`config.mk`:
```
export PLATFORM = sky130hd
export DESIGN_NAME = uart_tx_buffered_flat
export DESIGN_NICKNAME = d
export VERILOG_FILES = /design/src/rtl/uart_tx_buffered_if.sv /design/src/rtl/uart_tx_buffered.sv /design/src/flat_wrapper.sv
export SDC_FILE = /design/constraint.sdc
export NUM_CORES = 1
export LEC_CHECK = 0
export BUFFER_PORTS_ARGS = -buffer_cell sky130_fd_sc_hd__clkbuf_2
export CORE_MARGIN = 1.5
export CORE_UTILIZATION = 45
export CTS_BUF_LIST = sky130_fd_sc_hd__clkbuf_8 sky130_fd_sc_hd__clkbuf_16
export DETAILED_ROUTE_END_ITERATION = 12
export GPL_ROUTABILITY_DRIVEN = 0
export HOLD_SLACK_MARGIN = 0.02
export REMOVE_ABC_BUFFERS = 1
export SLEW_MARGIN = 15
export SYNTH_ARGS = -nofsm -noshare
export SYNTH_HDL_FRONTEND = slang
export SYNTH_SLANG_ARGS = --single-unit
```
`constraint.sdc`:
```
create_clock -name clk -period 4.5 [get_ports clk]
set_input_delay 0.225 -clock clk [delete_from_list [all_inputs] [get_ports clk]]
set_output_delay 0.225 -clock clk [all_outputs]
set_load 0.05 [all_outputs]
```
`src/rtl/uart_tx_buffered_if.sv`:
```
// rtl/uart_tx_buffered_if.sv - byte push interface for the buffered UART transmitter
interface uart_tx_buffered_if;
    logic [7:0] data_in;
    logic       data_valid;
    logic       ready;
    logic       tx_buffer_empty;
    logic       overflow;

    modport master (
        output data_in,
        output data_valid,
        input  ready,
        input  tx_buffer_empty,
        input  overflow
    );

    modport slave (
        input  data_in,
        input  data_valid,
        output ready,
        output tx_buffer_empty,
        output overflow
    );
endinterface

```
`src/rtl/uart_tx_buffered.sv`:
```
// rtl/uart_tx_buffered.sv - 8N1 UART transmitter with byte FIFO and cts flow control
module uart_tx_buffered #(
    parameter int FIFO_DEPTH = 4
) (
    input  logic                clk,
    input  logic                rst_n,
    input  logic                baud_clk,
    input  logic                cts,
    output logic                tx,
    output logic                busy,
    uart_tx_buffered_if.slave   bus
);

    localparam int AW = $clog2(FIFO_DEPTH);
    localparam int CW = AW + 1;
    localparam logic [CW-1:0] FULL_CNT = CW'(FIFO_DEPTH);

    typedef enum logic [1:0] {
        IDLE  = 2'd0,
        START = 2'd1,
        DATA  = 2'd2,
        STOP  = 2'd3
    } state_t;

    state_t         state;
    logic [7:0]     mem [FIFO_DEPTH];
    logic [AW-1:0]  wr_ptr;
    logic [AW-1:0]  rd_ptr;
    logic [CW-1:0]  count;
    logic [CW-1:0]  count_next;
    logic           ready_q;
    logic           empty_q;
    logic           overflow_q;
    logic [7:0]     shreg;
    logic [2:0]     bit_idx;
    logic           push;
    logic           pop;

    assign bus.ready           = ready_q;
    assign bus.tx_buffer_empty = empty_q;
    assign bus.overflow        = overflow_q;

    // A push is taken only against the registered ready; a frame may start only
    // from a line that is idle or finishing its stop bit, and only with cts high.
    assign push = bus.data_valid && ready_q;
    assign pop  = baud_clk && cts && !empty_q && ((state == IDLE) || (state == STOP));

    // Occupancy after this edge, used to register ready and empty flags.
    always_comb begin
        count_next = count;
        case ({push, pop})
            2'b10:   count_next = count + CW'(1);
            2'b01:   count_next = count - CW'(1);
            default: count_next = count;
        endcase
    end

    // Byte storage; contents need no reset since occupancy gates every read.
    always_ff @(posedge clk) begin
        if (push) begin
            mem[wr_ptr] <= bus.data_in;
        end
    end

    // FIFO pointers, occupancy and the status flags derived from it.
    always_ff @(posedge clk or negedge rst_n) begin
        if (!rst_n) begin
            wr_ptr     <= '0;
            rd_ptr     <= '0;
            count      <= '0;
            ready_q    <= 1'b1;
            empty_q    <= 1'b1;
            overflow_q <= 1'b0;
        end else begin
            if (push) begin
                wr_ptr <= wr_ptr + AW'(1);
            end
            if (pop) begin
                rd_ptr <= rd_ptr + AW'(1);
            end
            count      <= count_next;
            ready_q    <= (count_next != FULL_CNT);
            empty_q    <= (count_next == '0);
            overflow_q <= bus.data_valid && !ready_q;
        end
    end

    // Frame sequencer: every line change happens on a baud_clk edge only.
    always_ff @(posedge clk or negedge rst_n) begin
        if (!rst_n) begin
            state   <= IDLE;
            tx      <= 1'b1;
            busy    <= 1'b0;
            shreg   <= '0;
            bit_idx <= '0;
        end else if (baud_clk) begin
            case (state)
                IDLE: begin
                    if (pop) begin
                        shreg <= mem[rd_ptr];
                        tx    <= 1'b0;
                        busy  <= 1'b1;
                        state <= START;
                    end
                end
                START: begin
                    tx      <= shreg[0];
                    shreg   <= shreg >> 1;
                    bit_idx <= '0;
                    state   <= DATA;
                end
                DATA: begin
                    if (bit_idx == 3'd7) begin
                        tx    <= 1'b1;
                        state <= STOP;
                    end else begin
                        tx      <= shreg[0];
                        shreg   <= shreg >> 1;
                        bit_idx <= bit_idx + 3'd1;
                    end
                end
                STOP: begin
                    if (pop) begin
                        shreg <= mem[rd_ptr];
                        tx    <= 1'b0;
                        busy  <= 1'b1;
                        state <= START;
                    end else begin
                        tx    <= 1'b1;
                        busy  <= 1'b0;
                        state <= IDLE;
                    end
                end
                default: begin
                    tx    <= 1'b1;
                    busy  <= 1'b0;
                    state <= IDLE;
                end
            endcase
        end
    end

endmodule

```
`src/flat_wrapper.sv`:
```
// flat-port wrapper written by rule: the top's interface ports become plain ports
module uart_tx_buffered_flat 
#(
    parameter int FIFO_DEPTH = 4
)
  (clk, rst_n, baud_clk, cts, tx, busy, bus_data_in, bus_data_valid, bus_ready, bus_tx_buffer_empty, bus_overflow);
  uart_tx_buffered_if bus_i ();
  input  logic clk;
  input  logic rst_n;
  input  logic baud_clk;
  input  logic cts;
  output logic tx;
  output logic busy;
  input wire logic [$bits(bus_i.data_in)-1:0] bus_data_in;
  input wire logic [$bits(bus_i.data_valid)-1:0] bus_data_valid;
  output wire logic [$bits(bus_i.ready)-1:0] bus_ready;
  output wire logic [$bits(bus_i.tx_buffer_empty)-1:0] bus_tx_buffer_empty;
  output wire logic [$bits(bus_i.overflow)-1:0] bus_overflow;
  assign bus_i.data_in = bus_data_in;
  assign bus_i.data_valid = bus_data_valid;
  assign bus_ready = bus_i.ready;
  assign bus_tx_buffer_empty = bus_i.tx_buffer_empty;
  assign bus_overflow = bus_i.overflow;
  uart_tx_buffered #(.FIFO_DEPTH(FIFO_DEPTH)) u_core (.clk(clk), .rst_n(rst_n), .baud_clk(baud_clk), .cts(cts), .tx(tx), .busy(busy), .bus(bus_i));
endmodule
```
==> results of run 1 <==
-- kinds of logic (layout without fill, tap and decap cells) --
family | count (synthesis) | after routing
XOR/XNOR | 5 | 5
adder cells (fa/ha/maj) | 12 | 12
buffers and inverters | 13 | 40
multiplexers | 28 | 28
AO/OA/AOI/OAI | 28 | 28
flip-flops | 57 | 57
AND/OR/NAND/NOR | 32 | 32
-- timing repair --
| item | in CTS | in global routing |
|---|---|---|
| hold buffers | 1 | 0 |
| gates resized for setup | 0 | 0 |
| hold endpoints to repair | 22 | 0 |
-- synthesized netlist by cell type (3+ instances only) --
cell      number  area, sq um
a22o_1         5         43.8
and3_1         4         25.0
buf_2          3         15.0
dfrtp_1       22          551
dfstp_2        3         78.8
edfxtp_1      32          961
ha_1          11          138
inv_1          6         22.5
mux2_2        10          113
mux2i_1       15          150
nand2_1        9         33.8
nor2b_1        4         25.0
o21ai_0        4         20.0
o221ai_1       8         70.1
xnor2_1        4         35.0
-- metal layers --
layer  part of all wire [%]  global-route usage, %  vias up
met5                      0                      0        -
met4                    2.3                   11.4        0
met1                     45                   18.5      708
met2                     49                   24.3       20
met3                    3.3                   4.37       10
li1                       -                      -      699
-- power by group --
group / leakage (nW) / internal, mW / switching, mW / total [mW]
clock network: 0.0939 / 0.249 / 0.194 / 0.443
logic: 0.520 / 0.367 / 0.413 / 0.779
registers: 0.595 / 0.742 / 0.136 / 0.878
-- worst paths after layout --
path                                                  start                      endpoint  slack [ns]
worst max-delay path            u_core.state[0]$_DFFE_PN0P_     u_core.count[2]$_DFF_PN0_        1.71
worst min-delay path                         bus_data_in[6]    u_core.mem[3][6]$_DFFE_PP_        0.11
worst max register to register  u_core.state[0]$_DFFE_PN0P_     u_core.count[2]$_DFF_PN0_        1.71
worst min register to register  u_core.shreg[1]$_DFFE_PN0P_   u_core.shreg[1]$_DFFE_PN0P_        0.51
max in group asynchronous                             rst_n  u_core.wr_ptr[0]$_DFFE_PN0P_        3.64
min in group asynchronous                             rst_n       u_core.busy$_DFFE_PN0P_        0.44
-- per-stage QoR --
| stage | hold slack (ns) | util [%] | power (mW) | cells |
|---|---|---|---|---|
| floorplan | -0.0706 | - | 1.48 | 168 |
| global placement | 0.265 | 48.8 | 1.63 | 257 |
| detailed placement | 0.281 | 48.8 | 1.68 | 257 |
| CTS | 0.0870 | 52.4 | 2.13 | 274 |
| global route | 0.0907 | 52.4 | 2.25 | 274 |
| finish | 0.105 | 52.4 | 2.10 | 274 |
-- flip-flops by register name, indices dropped and copies added (netlist names) --
signal and count:
u_core.mem 32, u_core.count 3, u_core.busy 1, u_core.rd_ptr 2
u_core.bit_idx 3, u_core.bus.ready 1, u_core.wr_ptr 2, u_core.shreg 8
u_core.state 2, u_core.bus.overflow 1, u_core.bus.tx_buffer_empty 1, u_core.tx 1
-- area by class of cell --
class	count	area, sq um	area share (%)
multi-input combinational	105	918	31.6
sequential	57	1590	54.8
timing repair buffer	18	95.1	3.28
inverter	6	22.5	0.776
tap	72	90.1	3.10
clock buffer	9	124	4.27
clock inverter	7	62.6	2.16
-- worst max-delay path, stage by stage (launching register included) --
cell and delay [ns]:
dfrtp_1 0.40, inv_1 0.10, ha_1 0.50, and4bb_1 0.35
ha_1 0.29, fa_1 0.38, xnor2_1 0.16, o21a_1 0.20
or2_2 0.29
==> impl_metrics.tcl, run 1 <==
set metrics [dict create \
    ff2ff_path_depth 8 \
    syn_inst 175 \
    drt-initial-drc-count 57 \
    power_density_nw_per_um2 724 \
    initial_core_util_pct 46.9 \
    num_rows 27 \
    finalSetupViolations 0 \
    die_w_microns 79.0 \
    synth_top_family_by_area "multiplexers" \
    synth_cell_types 42 \
    drc 0 \
    final_common_cell "edfxtp_1" \
    synthXorXnorAreaFrac_pct 1.69 \
    cts_root_buffer "clkbuf_8" \
    cts_buffers 9 \
    grt.overflow.total 0 \
    ir_worst_vdd_uv 286 \
    ys_seq_area_share_pct 61.3 \
    final_area_sq_um 2900 \
    antenna_found_initial 0 \
    startpoint_type "register" \
    synth_mux_area_share_pct 12.1 \
    final_cell_mix "32 x edfxtp_1, 22 x dfrtp_1, 17 x clkbuf_2, 15 x mux2i_1, 11 x ha_1" \
    critical_path_class "register to register" \
    grt_max_degree 26 \
    end_kind "register" \
    post_cts_buffers 0 \
    fin_skew_ns 0.00474 \
    arrival_ns 3.01 \
    synth_seq_cells 57 \
    hold_viol 0 \
    fmax_mhz 358 \
    ys.warnings.count 0 \
    fin_ws_ns 1.71 \
    outcome "finished, final reports clean" \
    nNetsFinal 222 \
    port_buffers 17 \
    drive_gt1_share_pct 26.2 \
    holdPathStages 1 \
    fin_setup_tns_ns 0 \
    synthAdderAreaFrac_pct 6.07 \
    via_per_inst 5.24 \
    tightestPinTransition_ns 0.897 \
    antenna_cells 0 \
    cap_violations 0 \
    hp-class "input pin to register" \
    grt_usage_pct 15.6 \
    nFillCells 469 \
    hpwlAfterDp_microns 2960 \
    postSynth.asyncResetShare_pct 43.9 \
    p_leak_nw 1.21 \
    htreeDepth 3 \
    areaGrowthSynthToFinish_pct 11.8 \
    worstPathMaxFanout 13 \
    drv_slew 0 \
    antenna_left 0 \
    ys.flop_type "edfxtp_1" \
    synth_edf_count 32 \
    dieArea_sq_um 6230 \
    cts_tree "done" \
    placed_area_sq_um 2710 \
    cts.path.max_buffers 2 \
    drt_pass1_iterations 4 \
    finalCritPeriodShare_pct 62.1 \
    clock_sinks 57 \
    routed_wirelength_microns 4240 \
    cp.required_ns 4.71 \
    synth_compound_area_share_pct 8.29 \
    netlist_area_sq_um 2600 \
    ioPinCount 18 \
    yosys.area_share.simple_pct 7.18 \
    core-area_sq_um 5540 \
    num_vias 1437 \
    post-route-min-period_ns 2.79 \
    grt_pass1_vias 1465 \
    wire_per_inst_microns 15.5 \
    grt_first_pass_wirelength_microns 6890 \
    avgSynthCellArea_sq_um 14.8 \
    clkTransAtPathRegs_ns 0.06 \
    clkLatencyLatePin_ns 0.33 \
    rsz0062_at_grt "no" \
    fp.dieH_microns 79.0 \
    maxSlewHeadroom_pct 40.2 \
    dp_slack_ns 1.70 \
]
Note: power is estimated with default switching activity, not from simulation.
==> run 2, diff against run 1 <==
--- a/config.mk
+++ b/config.mk
@@ -5,6 +5,7 @@
 export SDC_FILE = /design/constraint.sdc
 export NUM_CORES = 1
 export LEC_CHECK = 0
+export ABC_AREA = 1
 export BUFFER_PORTS_ARGS = -buffer_cell sky130_fd_sc_hd__clkbuf_2
 export CORE_MARGIN = 1.5
 export CORE_UTILIZATION = 45
==> constraint.sdc (replaced) <==
create_clock -name clk -period 2.3 [get_ports clk]
set_input_delay 0.115 -clock clk [delete_from_list [all_inputs] [get_ports clk]]
set_output_delay 0.115 -clock clk [all_outputs]
set_load 0.05 [all_outputs]
==> run 2 against run 1 <==
  * Flip-flop and latch count unchanged
  * Combinational power increased by 110%
  * Worst hold slack improved by 0.042 ns
  * Fmax up 32%
  * Power increased by 99%
  * Sequential power increased by 81%
  * Register-to-register slack worse by 1.5 ns
  * Die area down 0.32%
  * Worst setup slack got worse by 1.5 ns
  * Via count grew 20%
  * Largest cell class unchanged
==> impl_metrics.tcl, run 2 <==
set metrics [dict create \
    outcome "finished, final reports clean" \
    clkLatencyLatePin_ns 0.33 \
    r2r_setup_slack_ns 0.18 \
    synthAdderAreaFrac_pct 6.09 \
    fin_ws_ns 0.182 \
    fin_util_pct 56.6 \
    cp.required_ns 2.56 \
    ys.flop_type "edfxtp_1" \
    nFillCells 506 \
    dieArea_sq_um 6210 \
    synth_seq_cells 57 \
    hold_viol 0 \
    grt_first_pass_wirelength_microns 8250 \
    power_density_nw_per_um2 1330 \
    ioPinCount 18 \
    dp_cells 354 \
    grt_pass1_vias 1747 \
    critical_path_class "register to register" \
    synth_top_area_share_pct 37.1 \
    htreeDepth 3 \
    grt_max_degree 26 \
    synth_top_cell_by_area "edfxtp_1" \
    final_common_cell "nand2_1" \
    cts.path.max_buffers 2 \
    routed_wirelength_microns 4600 \
    cts_root_buffer "clkbuf_8" \
    synth_common_cells "80 x nand2_1, 32 x edfxtp_1, 27 x inv_1" \
    core-area_sq_um 5540 \
    antenna_found_initial 0 \
    largest_register "u_core.mem" \
    drt-initial-drc-count 72 \
    clock_sinks 57 \
    synth_mux_area_share_pct 0 \
    whs_ns 0.148 \
    clkTransAtPathRegs_ns 0.07 \
    ir_worst_vdd_uv 575 \
    antenna_left 0 \
    fin_setup_tns_ns 0 \
    arrival_ns 2.37 \
    tightestPinTransition_ns 0.636 \
    largest_registers "u_core.mem (32), u_core.shreg (8)" \
    finalSetupViolations 0 \
    finalCritPeriodShare_pct 92.1 \
    r2r_start "u_core.state[1]$_DFFE_PN0P_" \
    synth_cell_types 22 \
    antenna_cells 0 \
    synth.area.top_cells "edfxtp_1 37%, dfrtp_1 21%, nand2_1 12%, ha_1 5.3%, nand3_1 4.3%" \
    yosys.area_share.simple_pct 21.1 \
    p_leak_nw 1.48 \
    die_w_microns 78.8 \
    drc 0 \
    cap_violations 0 \
    areaGrowthSynthToFinish_pct 21.3 \
    postSynth.asyncResetShare_pct 43.9 \
    final_cell_mix "80 x nand2_1, 32 x edfxtp_1, 29 x inv_1, 22 x nand3_1, 22 x dfrtp_1" \
    synthXorXnorAreaFrac_pct 1.35 \
    synth_top_family_by_area "simple AND/OR/NAND/NOR gates" \
    end_kind "register" \
    cts_tree "done" \
    hp-class "input pin to register" \
    crit_start "u_core.state[1]$_DFFE_PN0P_" \
    maxSlewHeadroom_pct 57.6 \
    netlist_area_sq_um 2590 \
    r2r_end "u_core.bus.ready$_DFF_PN1_" \
    wire_per_inst_microns 12.1 \
    ys_seq_area_share_pct 61.5 \
    ys.warnings.count 0 \
    initial_core_util_pct 46.7 \
    syn_inst 259 \
    num_vias 1730 \
    avgSynthCellArea_sq_um 9.99 \
    drt_pass1_iterations 4 \
    num_rows 27 \
    endpoint "u_core.bus.ready$_DFF_PN1_" \
    post-route-min-period_ns 2.12 \
    drive_gt1_share_pct 18.8 \
    grt_usage_pct 17.9 \
    fmax_mhz 472 \
    nNetsFinal 328 \
    fp.dieH_microns 78.8 \
    post_cts_buffers 0 \
    synth_edf_count 32 \
    rsz0062_at_grt "no" \
    fin_skew_ns 0.00634 \
    final_cells 380 \
    via_per_inst 4.55 \
    dp_slack_ns 0.102 \
    startpoint_type "register" \
    worstPathMaxFanout 3 \
    cts_buffers 9 \
    grt.overflow.total 0 \
    port_buffers 17 \
    synth_compound_area_share_pct 4.06 \
    holdPathStages 4 \
    drv_slew 0 \
    ff2ff_path_depth 11 \
    hpwlAfterDp_microns 3150 \
    synthMostInstantiatedCell "nand2_1" \
    largest_register_ffs 32 \
]
==> run 2: final cells by class <==
cell class,count,area (sq um),area share [%]
clock inverters,7,81.3,2.59
repair buffers,39,275,8.77
flip-flops and latches,57,1590,50.7
multi-input cells,166,865,27.6
clock buffers,9,124,3.95
well taps,72,90.1,2.87
inverters,30,113,3.59
==> run 2: logic make-up after synthesis <==
group           count (synthesis)
simple gates                  131
buf+inv                        36
flops                          57
fa+ha+maj                      12
compound gates                 19
xor+xnor                        4
==> run 2: critical path, cell delays in order, from the launching register on <==
cell and delay [ns]:
dfrtp_1 0.36, inv_2 0.06, ha_4 0.27, inv_2 0.03, nand2_1 0.07, inv_1 0.06, ha_1 0.23, fa_1 0.38
or2_0 0.22, nand2_1 0.10, xor2_2 0.18, nand2_1 0.07
==> run 2: power breakdown <==
part           internal (mW)  leakage [nW]  switching, mW
Sequential              1.41         0.590          0.182
Clock                  0.594         0.117          0.384
Combinational          0.598         0.775           1.01
==> run 2: metrics by stage <==
stage	total power [mW]	area, sq um
after CTS	4.19	3120
after global routing	4.56	3140
after detailed placement	3.19	2810
final	4.18	3140
after global placement	3.15	2810
after floorplan	2.68	2550
==> run 2: worst min path at each step <==
stage / start / endpoint / slack, ns
after floorplan: rst_n / u_core.bit_idx[0]$_DFFE_PN0P_ / -0.18
after global placement: rst_n / u_core.shreg[1]$_DFFE_PN0P_ / 0.17
after detailed placement: rst_n / u_core.shreg[1]$_DFFE_PN0P_ / 0.17
after CTS: baud_clk / u_core.tx$_DFFE_PN1P_ / 0.13
after global routing: baud_clk / u_core.tx$_DFFE_PN1P_ / 0.14
final: baud_clk / u_core.tx$_DFFE_PN1P_ / 0.15
==> run 2: per-layer routing <==
layer | part of all wire (%) | vias to the layer above | track usage (%) | wire (microns)
li1 | - | 921 | - | -
met1 | 50 | 773 | 23.0 | 2280
met2 | 46 | 28 | 28.1 | 2130
met3 | 3.0 | 8 | 5.63 | 137
met4 | 1.2 | 0 | 7.37 | 56
met5 | 0 | - | 0 | 0
==> run 2: repair_timing <==
action	4_1_cts	5_1_grt
hold endpoints to repair	55	0
gates resized for setup	0	3
endpoints found under the setup margin	0	2
hold buffers	10	0
